## src/rtl/fpu_arbiter_pkg.sv

```systemverilog
// Shared constants and FSM encoding for the FPU round-robin scheduler.
package fpu_arbiter_pkg;
  localparam int REG_SIZE = 32;
  localparam int OP_BITS  = 2;
  localparam int SQRT_BIT = 0;

  typedef enum logic [2:0] {
    FA_IDLE      = 3'd0,
    FA_ISSUE     = 3'd1,
    FA_WAIT_LOW  = 3'd2,
    FA_WAIT_HIGH = 3'd3,
    FA_RESP      = 3'd4
  } fa_state_e;

  // Cyclic successor of 'last' at distance k within n requesters.
  function automatic int rr_pos(int last, int k, int n);
    return (last + k) % n;
  endfunction
endpackage

```

## src/rtl/fpu_arbiter_rr.sv

```systemverilog
// Combinational round-robin picker: first requester after 'last', cyclically.
module rr_arbiter
  import fpu_arbiter_pkg::*;
#(
  parameter  int N  = 4,
  localparam int IW = $clog2(N)
)(
  input  logic [N-1:0]  req,
  input  logic [IW-1:0] last,
  input  logic          en,
  output logic [N-1:0]  grant,
  output logic [IW-1:0] idx
);
  logic          w_found;
  logic [IW-1:0] w_c;

  always_comb begin
    grant   = '0;
    idx     = '0;
    w_found = 1'b0;
    w_c     = '0;
    for (int k = 1; k <= N; k++) begin
      w_c = IW'(rr_pos(int'(last), k, N));
      if (en && !w_found && req[w_c]) begin
        w_found    = 1'b1;
        grant[w_c] = 1'b1;
        idx        = w_c;
      end
    end
  end
endmodule

```

## src/rtl/fpu_arbiter.sv

```systemverilog
// Shares one divide/sqrt FPU between N_REQ clients; one operation in flight,
// results returned on a tagged response channel with cycle count and error flag.
module fpu_arbiter
  import fpu_arbiter_pkg::*;
#(
  parameter  int N_REQ        = 4,
  parameter  int REG_W        = REG_SIZE,
  parameter  int OP_W         = OP_BITS,
  parameter  int START_CYCLES = 2,
  parameter  int TIMEOUT      = 64,
  parameter  int CNT_W        = 8,
  localparam int ID_W         = $clog2(N_REQ)
)(
  input  logic                    clk,
  input  logic                    rst,
  input  logic [N_REQ-1:0]        req_valid,
  output logic [N_REQ-1:0]        req_ready,
  input  logic [N_REQ*OP_W-1:0]   req_op,
  input  logic [N_REQ*REG_W-1:0]  req_a,
  input  logic [N_REQ*REG_W-1:0]  req_b,
  output logic                    rsp_valid,
  input  logic                    rsp_ready,
  output logic [ID_W-1:0]         rsp_id,
  output logic [REG_W-1:0]        rsp_res,
  output logic                    rsp_err,
  output logic [CNT_W-1:0]        rsp_cycles,
  output logic                    fpu_start,
  output logic [OP_W-1:0]         fpu_op,
  output logic [REG_W-1:0]        fpu_a,
  output logic [REG_W-1:0]        fpu_b,
  input  logic [REG_W-1:0]        fpu_res,
  input  logic                    fpu_ready
);
  localparam int PH_MAX = (TIMEOUT > START_CYCLES) ? TIMEOUT : START_CYCLES;
  localparam int PH_W   = $clog2(PH_MAX + 1);

  fa_state_e        r_state;
  logic [ID_W-1:0]  r_last, r_id;
  logic [OP_W-1:0]  r_op;
  logic [REG_W-1:0] r_a, r_b, r_res;
  logic             r_err;
  logic [CNT_W-1:0] r_cnt;
  logic [PH_W-1:0]  r_ph;

  logic [N_REQ-1:0] w_grant;
  logic [ID_W-1:0]  w_gidx;
  logic             w_hs;
  logic [OP_W-1:0]  w_op;
  logic [REG_W-1:0] w_a, w_b;
  logic             w_busy;

  // Gate with rst so req_ready reads 0 while reset is held.
  rr_arbiter #(.N(N_REQ)) u_rr (
    .req   (req_valid),
    .last  (r_last),
    .en    (r_state == FA_IDLE && !rst),
    .grant (w_grant),
    .idx   (w_gidx)
  );

  assign w_hs   = |w_grant;
  assign w_op   = req_op[w_gidx*OP_W +: OP_W];
  assign w_a    = req_a[w_gidx*REG_W +: REG_W];
  assign w_b    = req_b[w_gidx*REG_W +: REG_W];
  assign w_busy = (r_state == FA_ISSUE) || (r_state == FA_WAIT_LOW) ||
                  (r_state == FA_WAIT_HIGH);

  always_ff @(posedge clk or posedge rst) begin
    if (rst) begin
      r_state <= FA_IDLE;
      r_last  <= ID_W'(N_REQ-1);
      r_id    <= '0;
      r_op    <= '0;
      r_a     <= '0;
      r_b     <= '0;
      r_res   <= '0;
      r_err   <= 1'b0;
      r_cnt   <= '0;
      r_ph    <= '0;
    end else begin
      if (w_busy && r_cnt != '1)
        r_cnt <= r_cnt + 1'b1;
      case (r_state)
        FA_IDLE: if (w_hs) begin
          r_op    <= w_op;
          r_a     <= w_a;
          r_b     <= w_op[SQRT_BIT] ? '0 : w_b;
          r_id    <= w_gidx;
          r_last  <= w_gidx;
          r_cnt   <= '0;
          r_err   <= 1'b0;
          r_ph    <= '0;
          r_state <= FA_ISSUE;
        end
        FA_ISSUE: begin
          if (r_ph == PH_W'(START_CYCLES-1)) begin
            r_ph    <= '0;
            r_state <= FA_WAIT_LOW;
          end else begin
            r_ph <= r_ph + 1'b1;
          end
        end
        FA_WAIT_LOW: begin
          if (!fpu_ready) begin
            r_ph    <= '0;
            r_state <= FA_WAIT_HIGH;
          end else if (r_ph == PH_W'(TIMEOUT-1)) begin
            r_err   <= 1'b1;
            r_res   <= '0;
            r_state <= FA_RESP;
          end else begin
            r_ph <= r_ph + 1'b1;
          end
        end
        FA_WAIT_HIGH: begin
          if (fpu_ready) begin
            r_res   <= fpu_res;
            r_state <= FA_RESP;
          end else if (r_ph == PH_W'(TIMEOUT-1)) begin
            r_err   <= 1'b1;
            r_res   <= '0;
            r_state <= FA_RESP;
          end else begin
            r_ph <= r_ph + 1'b1;
          end
        end
        FA_RESP: if (rsp_ready) r_state <= FA_IDLE;
        default: r_state <= FA_IDLE;
      endcase
    end
  end

  assign req_ready  = w_grant;
  assign fpu_start  = (r_state == FA_ISSUE);
  assign fpu_op     = r_op;
  assign fpu_a      = r_a;
  assign fpu_b      = r_b;
  assign rsp_valid  = (r_state == FA_RESP);
  assign rsp_id     = r_id;
  assign rsp_res    = r_res;
  assign rsp_err    = r_err;
  assign rsp_cycles = r_cnt;
endmodule

```

## config.mk

```make
export PLATFORM = sky130hd
export DESIGN_NAME = fpu_arbiter
export DESIGN_NICKNAME = d
export VERILOG_FILES = /design/src/rtl/fpu_arbiter_pkg.sv /design/src/rtl/fpu_arbiter_rr.sv /design/src/rtl/fpu_arbiter.sv
export SDC_FILE = /design/constraint.sdc
export NUM_CORES = 1
export LEC_CHECK = 0
export CAP_MARGIN = 20
export CORE_AREA = 10 10 153 155
export DETAILED_ROUTE_END_ITERATION = 16
export DIE_AREA = 0 0 163 165
export GPL_ROUTABILITY_DRIVEN = 0
export PLACE_DENSITY = 0.8
export RECOVER_POWER = 50
export SETUP_SLACK_MARGIN = 0.02
export SLEW_MARGIN = 20
export SYNTH_ARGS = -nofsm -noshare
export SYNTH_HDL_FRONTEND = slang
export SYNTH_SLANG_ARGS = --single-unit
```

## constraint.sdc

```tcl
create_clock -name clk -period 4.1 [get_ports clk]
set_input_delay 0.41 -clock clk [delete_from_list [all_inputs] [get_ports clk]]
set_output_delay 0.41 -clock clk [all_outputs]
set_load 0.02 [all_outputs]
```

==> impl_metrics.ini, run 1 <==
[power]
pwr-share-comb_pct = 59.4
power.static_leakage_nw = 5.25
vdd_ir_drop_max_v = 0.000450
power.share.sequential_pct = 23.0
clk_pwr_share_pct = 17.6
internal-power_mw = 4.87
design_power_total_mw = 8.76
net-switching-power_mw = 3.89
power_density_nw_per_um2 = 698
sw_frac_of_total_pct = 44.4

[yosys]
synth_xor_area_share_pct = 0.927
post_synth_num_cell_types = 57
yosys.area_share.simple_pct = 31.5
yosys.area_share.adder_pct = 1.82
synth-edff-count = 0
synth_common_cells = nand2_1, dfrtp_1, clkbuf_1
post_synth.cell_area_avg_um2 = 8.24
yosys_most_used_dff = dfrtp_1
synth_most_common_cell = nand2_1
synthArstFlopShare_pct = 100
synth_top_family_by_area = simple AND/OR/NAND/NOR gates
number_of_flip_flops_and_latches_in_the_synthesized_netlist = 121
area_of_the_mapped_netlist_um2 = 7560
share_of_the_synthesized_area_in_compound_gates_ao_oa_aoi_oai_pct = 18.2
syn-num-nets = 1233
synth_top_cell_by_area = dfrtp_1
share_of_cell_area_taken_by_muxes_after_synthesis_pct = 2.13
seq_area_frac_synth_pct = 40.1
synthesis.instances = 918
post_synth_main_area_contributors = dfrtp_1, nand2_1, a32o_1
netlist.area_leader.share_pct = 39.4
ys.warnings.count = 0

[sta]
slew_headroom_pct = -70.1
worst_slew_pin_slew_ns = 2.54
whs_ns = 0.472
hold_violations = 0
maxClockFrequency_mhz = 251
least_setup_slack_across_all_paths_after_layout_ns = 0.121
finalWorstPathRequiredPeriod_ns = 3.98
grt_setup_unrepaired = yes
final_min_period_over_clock_period_pct = 97.0
report.final.slew_viol_count = 56
finClkSkew_ns = 0.0107
setup_violations = 0

[clock_network]
clk_latency_ns = 0.42
cts-root-to-sink-buffers = 2
tritoncts_num_sinks = 121
cts_hold_repair.buffers = 0
cts.repair_timing.setup_buffer_count = 0
clk_pin_slew_ns = 0.06
cts_root_buf = clkbuf_16
post_cts.resized_instances = 0
cts_buf_count = 17
tritoncts = built
cts-htree-levels = 4

[global_route]
largest_net_degree_at_the_start_of_global_routing = 133
grt_pass1_wl_mm = 47.5
grt_pass1_vias = 8193
global_route.overflow_total = 0
groute.usage.overall_pct = 22.8
initial_antenna_violation_count = 8

[detailed_routing]
ant_nets = 0
route.vias.total = 8256
first_pass_iters = 4
wl_mm = 33.1
drt-initial-drc-count = 595
wire_per_inst_um = 20.9
route.detailed.vias_per_inst = 5.22
drc_errors = 0

[status]
run_status = finished, violations left
failed_checks = capacitance limit, slew limit

[setup_path]
worst-path-max-fanout = 16
critPathArrivalTime_ns = 4.33
worst-endpoint-required_ns = 4.45
timing.critical_path.to_type = flop
critPathKind = flop to flop
startpoint_class = flop

[job]
max_cap_viol_count = 1

[floorplan]
count_of_boundary_i_o_pins = 419
dieArea_um2 = 26900
row_count = 52
floorplan.core_area_um2 = 20200
fp.dieW_um = 163
start_util_pct = 37.5
die_h_um = 165

[cells_and_area]
final_nets = 1608
syn2layout_area_growth_pct = 66.0
drive_above_1_share_pct = 5.51
stdcell_area_um2 = 12500

[hold_path]
min_path_type = flop to flop

[place]
place_ws_ns = 0.241
dpl_cell_area_um2 = 11900
placement.io_buffers = 418
dpl.hpwl_mm = 25.1
[state kept, by name, summed over array words and instances, names as in the netlist]
signal,flops
r_state,3
fpu_b,32
r_ph,7
rsp_err,1
r_last,2
fpu_op,2
rsp_res,32
fpu_a,32
rsp_id,2
rsp_cycles,8
[worst max-delay path, stage by stage (launching register included)]
cell and delay (ns):
dfstp_2 0.63, inv_1 0.15, ha_1 0.46, mux4_2 0.36, nand2b_1 0.30, nor4_4 0.34
nor3b_1 0.09, or3b_4 0.43, a31oi_2 0.86, a32o_1 0.28
[power groups by stage]
stage	logic, mW	clock network [mW]	registers (mW)
after global placement	5.18	0	2.01
after detailed placement	5.27	0	2.04
after global routing	5.67	1.62	2.07
after floorplan	2.78	0	2.51
final	5.20	1.54	2.01
after CTS	5.29	1.57	2.02
[layout by cell type, fill, tap and decap left out, drive strengths merged, types with 5 or more instances in the layout]
cell type / netlist / routed
nand2: 308 / 308
clkinvlp: 0 / 6
mux2i: 6 / 6
nand3b: 37 / 37
a211oi: 35 / 35
diode: 0 / 7
nor2: 13 / 13
clkdlybuf4s50: 0 / 368
ha: 11 / 11
a32o: 33 / 33
o21ai: 40 / 40
nand3: 35 / 35
buf: 31 / 11
and3: 37 / 37
dlygate4sd3: 0 / 50
xnor2: 6 / 6
nand2b: 6 / 6
a21oi: 14 / 14
and2: 42 / 42
o31ai: 34 / 34
nor2b: 5 / 5
inv: 13 / 14
dfrtp: 119 / 119
clkbuf: 44 / 19
[final cells by class]
cell class	count	area, µm²
antenna	7	17.5
clock buffer	18	429
clock inverter	14	173
fill	1730	7620
inverter	13	50.0
multi-input combinational	710	4190
sequential	121	3030
tap	270	338
timing repair buffer	430	4320
[metal layers]
| metal | vias to the layer above | global-route usage [%] | wire length [µm] |
|---|---|---|---|
| met2 | 354 | 39.0 | 17000 |
| met5 | - | 0 | 13 |
| met3 | 51 | 9.31 | 3130 |
| met1 | 3885 | 24.7 | 12100 |
| met4 | 2 | 8.52 | 830 |
| li1 | 3964 | - | - |
[worst paths after layout]
check                          start  cells after the start  slack [ns]             to
setup / recovery           r_last[1]                      9        0.12      fpu_b[19]
hold / removal              fpu_a[4]                      2        0.47       fpu_a[4]
setup reg to reg           r_last[1]                      9        0.12      fpu_b[19]
hold reg to reg             fpu_a[4]                      2        0.47       fpu_a[4]
max in group asynchronous        rst                      3        0.96      fpu_b[28]
min in group asynchronous        rst                      2        1.17  rsp_cycles[7]
[per-stage QoR]
step	std cells	setup TNS, ns	util, %
detailed placement	1543	0	59.1
global placement	1543	0	59.1
global route	1583	-0.152	62.2
CTS	1575	0	62.1
floorplan	918	0	-
finish	1583	0	62.2
[cells by family (layout without fill, tap and decap cells)]
logic type,Yosys count,in the layout
AOI/OAI and AO/OA,180,181
DFF,121,121
muxes,11,11
buffers and inverters,88,475
other,0,7
adders and majority gates,11,11
xor gates and xnor gates,8,8
and+or+nand+nor,499,499
Power figures use the tool's default switching activity.
==> run 2: changes to the inputs <==
- GPL_ROUTABILITY_DRIVEN: 0 -> unset
- PLACE_DENSITY: 0.8 -> 0.78
==> impl_metrics.ini, run 2 (synthesis results as in run 1) <==
[sta]
report.final.slew_viol_count = 71
finClkSkew_ns = 0.0124
slew_headroom_pct = -89.5
whs_ns = 0.468
maxClockFrequency_mhz = 253
setup_tns_ns = 0
setup_violations = 0
final_min_period_over_clock_period_pct = 96.5
worst_slew_pin_slew_ns = 2.84
hold_violations = 0
grt_setup_unrepaired = no
finalWorstPathRequiredPeriod_ns = 3.96

[global_route]
grt_pass1_vias = 8130
grt_pass1_wl_mm = 48.4
largest_net_degree_at_the_start_of_global_routing = 104
groute.usage.overall_pct = 23.4
global_route.overflow_total = 0
initial_antenna_violation_count = 5

[clock_network]
clk_latency_ns = 0.42
tritoncts_num_sinks = 121
cts-htree-levels = 4
tritoncts = built
cts_buf_count = 17
clk_pin_slew_ns = 0.06
cts_root_buf = clkbuf_16
cts_hold_repair.buffers = 0
cts-root-to-sink-buffers = 2

[detailed_routing]
drc_errors = 0
wire_per_inst_um = 21.0
route.vias.total = 8263
first_pass_iters = 5
route.detailed.vias_per_inst = 5.20
drt-initial-drc-count = 591
wl_mm = 33.4
ant_nets = 0

[job]
max_cap_viol_count = 1

[power]
power.static_leakage_nw = 5.33
power_density_nw_per_um2 = 700
power.share.sequential_pct = 22.9
sw_frac_of_total_pct = 44.1
pwr-share-comb_pct = 60.0
vdd_ir_drop_max_v = 0.000476
clk_pwr_share_pct = 17.1
net-switching-power_mw = 3.89
internal-power_mw = 4.93

[floorplan]
dieArea_um2 = 26900
die_h_um = 165
row_count = 52
fp.dieW_um = 163
start_util_pct = 37.5
floorplan.core_area_um2 = 20200
count_of_boundary_i_o_pins = 419

[setup_path]
path_cells = inv_1 -> ha_2 -> mux4_2 -> nand2b_1 -> nor4_4 -> a221o_2 -> clkdlybuf4s50_1
cp.buffers_inverters = 2
cpLargestDelayFamily = buffers and inverters
worst-endpoint-required_ns = 3.69
cp_slowest_stage_delay_ns = 0.68
critPathKind = flop to output port
worst-path-max-fanout = 11
rr_worst_depth = 10
crit_path_top_delay_cell = dfstp_4
startpoint_class = flop
timing.critical_path.to_type = output port
critPathArrivalTime_ns = 3.55
critical_path_depth_in_cells = 7

[status]
failed_checks = capacitance limit, slew limit
run_status = finished, violations left

[cells_and_area]
fillers = 1740
most-common-layout-cells = clkdlybuf4s50_1, nand2_1, dfrtp_1
layout_commonest_cell = clkdlybuf4s50_1
final-instance-count-excl-fill = 1590
final_nets = 1617
drive_above_1_share_pct = 6.01
syn2layout_area_growth_pct = 66.8

[place]
dpl.hpwl_mm = 25.9
globalplace.congestion = 0.896
placement.io_buffers = 418
placedCellCount = 1547

[hold_path]
min_path_type = flop to flop
holdPathStages = 2
==> run 2: changes by cell type in the layout (fill, tap and decap cells not counted), sizes merged, moves of 2 or more <==
cell | before | now
buf | 11 | 20
clkdlybuf4s50 | 368 | 360
dlygate4sd3 | 50 | 58
clkinv | 4 | 9
clkinvlp | 6 | 1
clkbuf | 19 | 21
diode | 7 | 5
==> run 2: final timing paths <==
kind | start | endpoint | slack [ns]
hold reg to reg | fpu_a[26] | fpu_a[26] | 0.47
setup / recovery | r_last[0] | req_ready[3] | 0.14
max in group asynchronous | rst | fpu_a[2] | 0.70
hold / removal | fpu_a[26] | fpu_a[26] | 0.47
setup reg to reg | r_last[0] | fpu_a[13] | 0.41
min in group asynchronous | rst | r_state[0] | 1.48
==> run 2: final cells by class <==
class	instances	area [µm²]	share of cell area, %
diodes	5	12.5	0.0992
clock buffers	19	433	3.43
clock inverters	13	154	1.22
inverters	13	48.8	0.387
multi-input cells	709	4170	33.1
flip-flops and latches	121	3030	24.1
well taps	270	338	2.68
repair buffers	440	4420	35.0
==> run 2: per-layer routing <==
layer,up-vias,global-route usage [%],wire [µm]
li1,3983,-,-
met1,3879,25.8,12300
met2,351,39.5,16900
met3,48,9.91,3350
met4,2,8.20,824
met5,-,0,9
==> run 2: repair_timing <==
action                     4_1_cts  5_1_grt
resized for setup                1        2
hold endpoints to repair         0        0
pin swaps                        0        1
setup endpoints to repair        4        4
buffers inserted                 0        6
==> run 2: metrics by stage <==
step | power (mW) | instance area [µm²] | utilization (%) | worst slack (ns)
floorplan | 5.30 | 7560 | - | 0.479
global placement | 7.26 | 12000 | 59.3 | 0.413
detailed placement | 7.38 | 12000 | 59.3 | 0.270
CTS | 8.93 | 12600 | 62.2 | 0.0556
global route | 9.44 | 12600 | 62.5 | 0.0185
finish | 8.82 | 12600 | 62.5 | 0.144
==> run 2: worst min-delay path, cell delays in order (launching register included) <==
cell and delay [ns]:
dfrtp_1 0.33, nand2_1 0.05, o31ai_1 0.05
==> run 2: power by group through the flow <==
stage | sequential [mW] | clock, mW | combinational (mW)
after floorplan | 2.51 | 0 | 2.78
after global placement | 2.04 | 0 | 5.22
after detailed placement | 2.06 | 0 | 5.32
after CTS | 2.05 | 1.54 | 5.33
after global routing | 2.09 | 1.60 | 5.75
final | 2.02 | 1.51 | 5.29
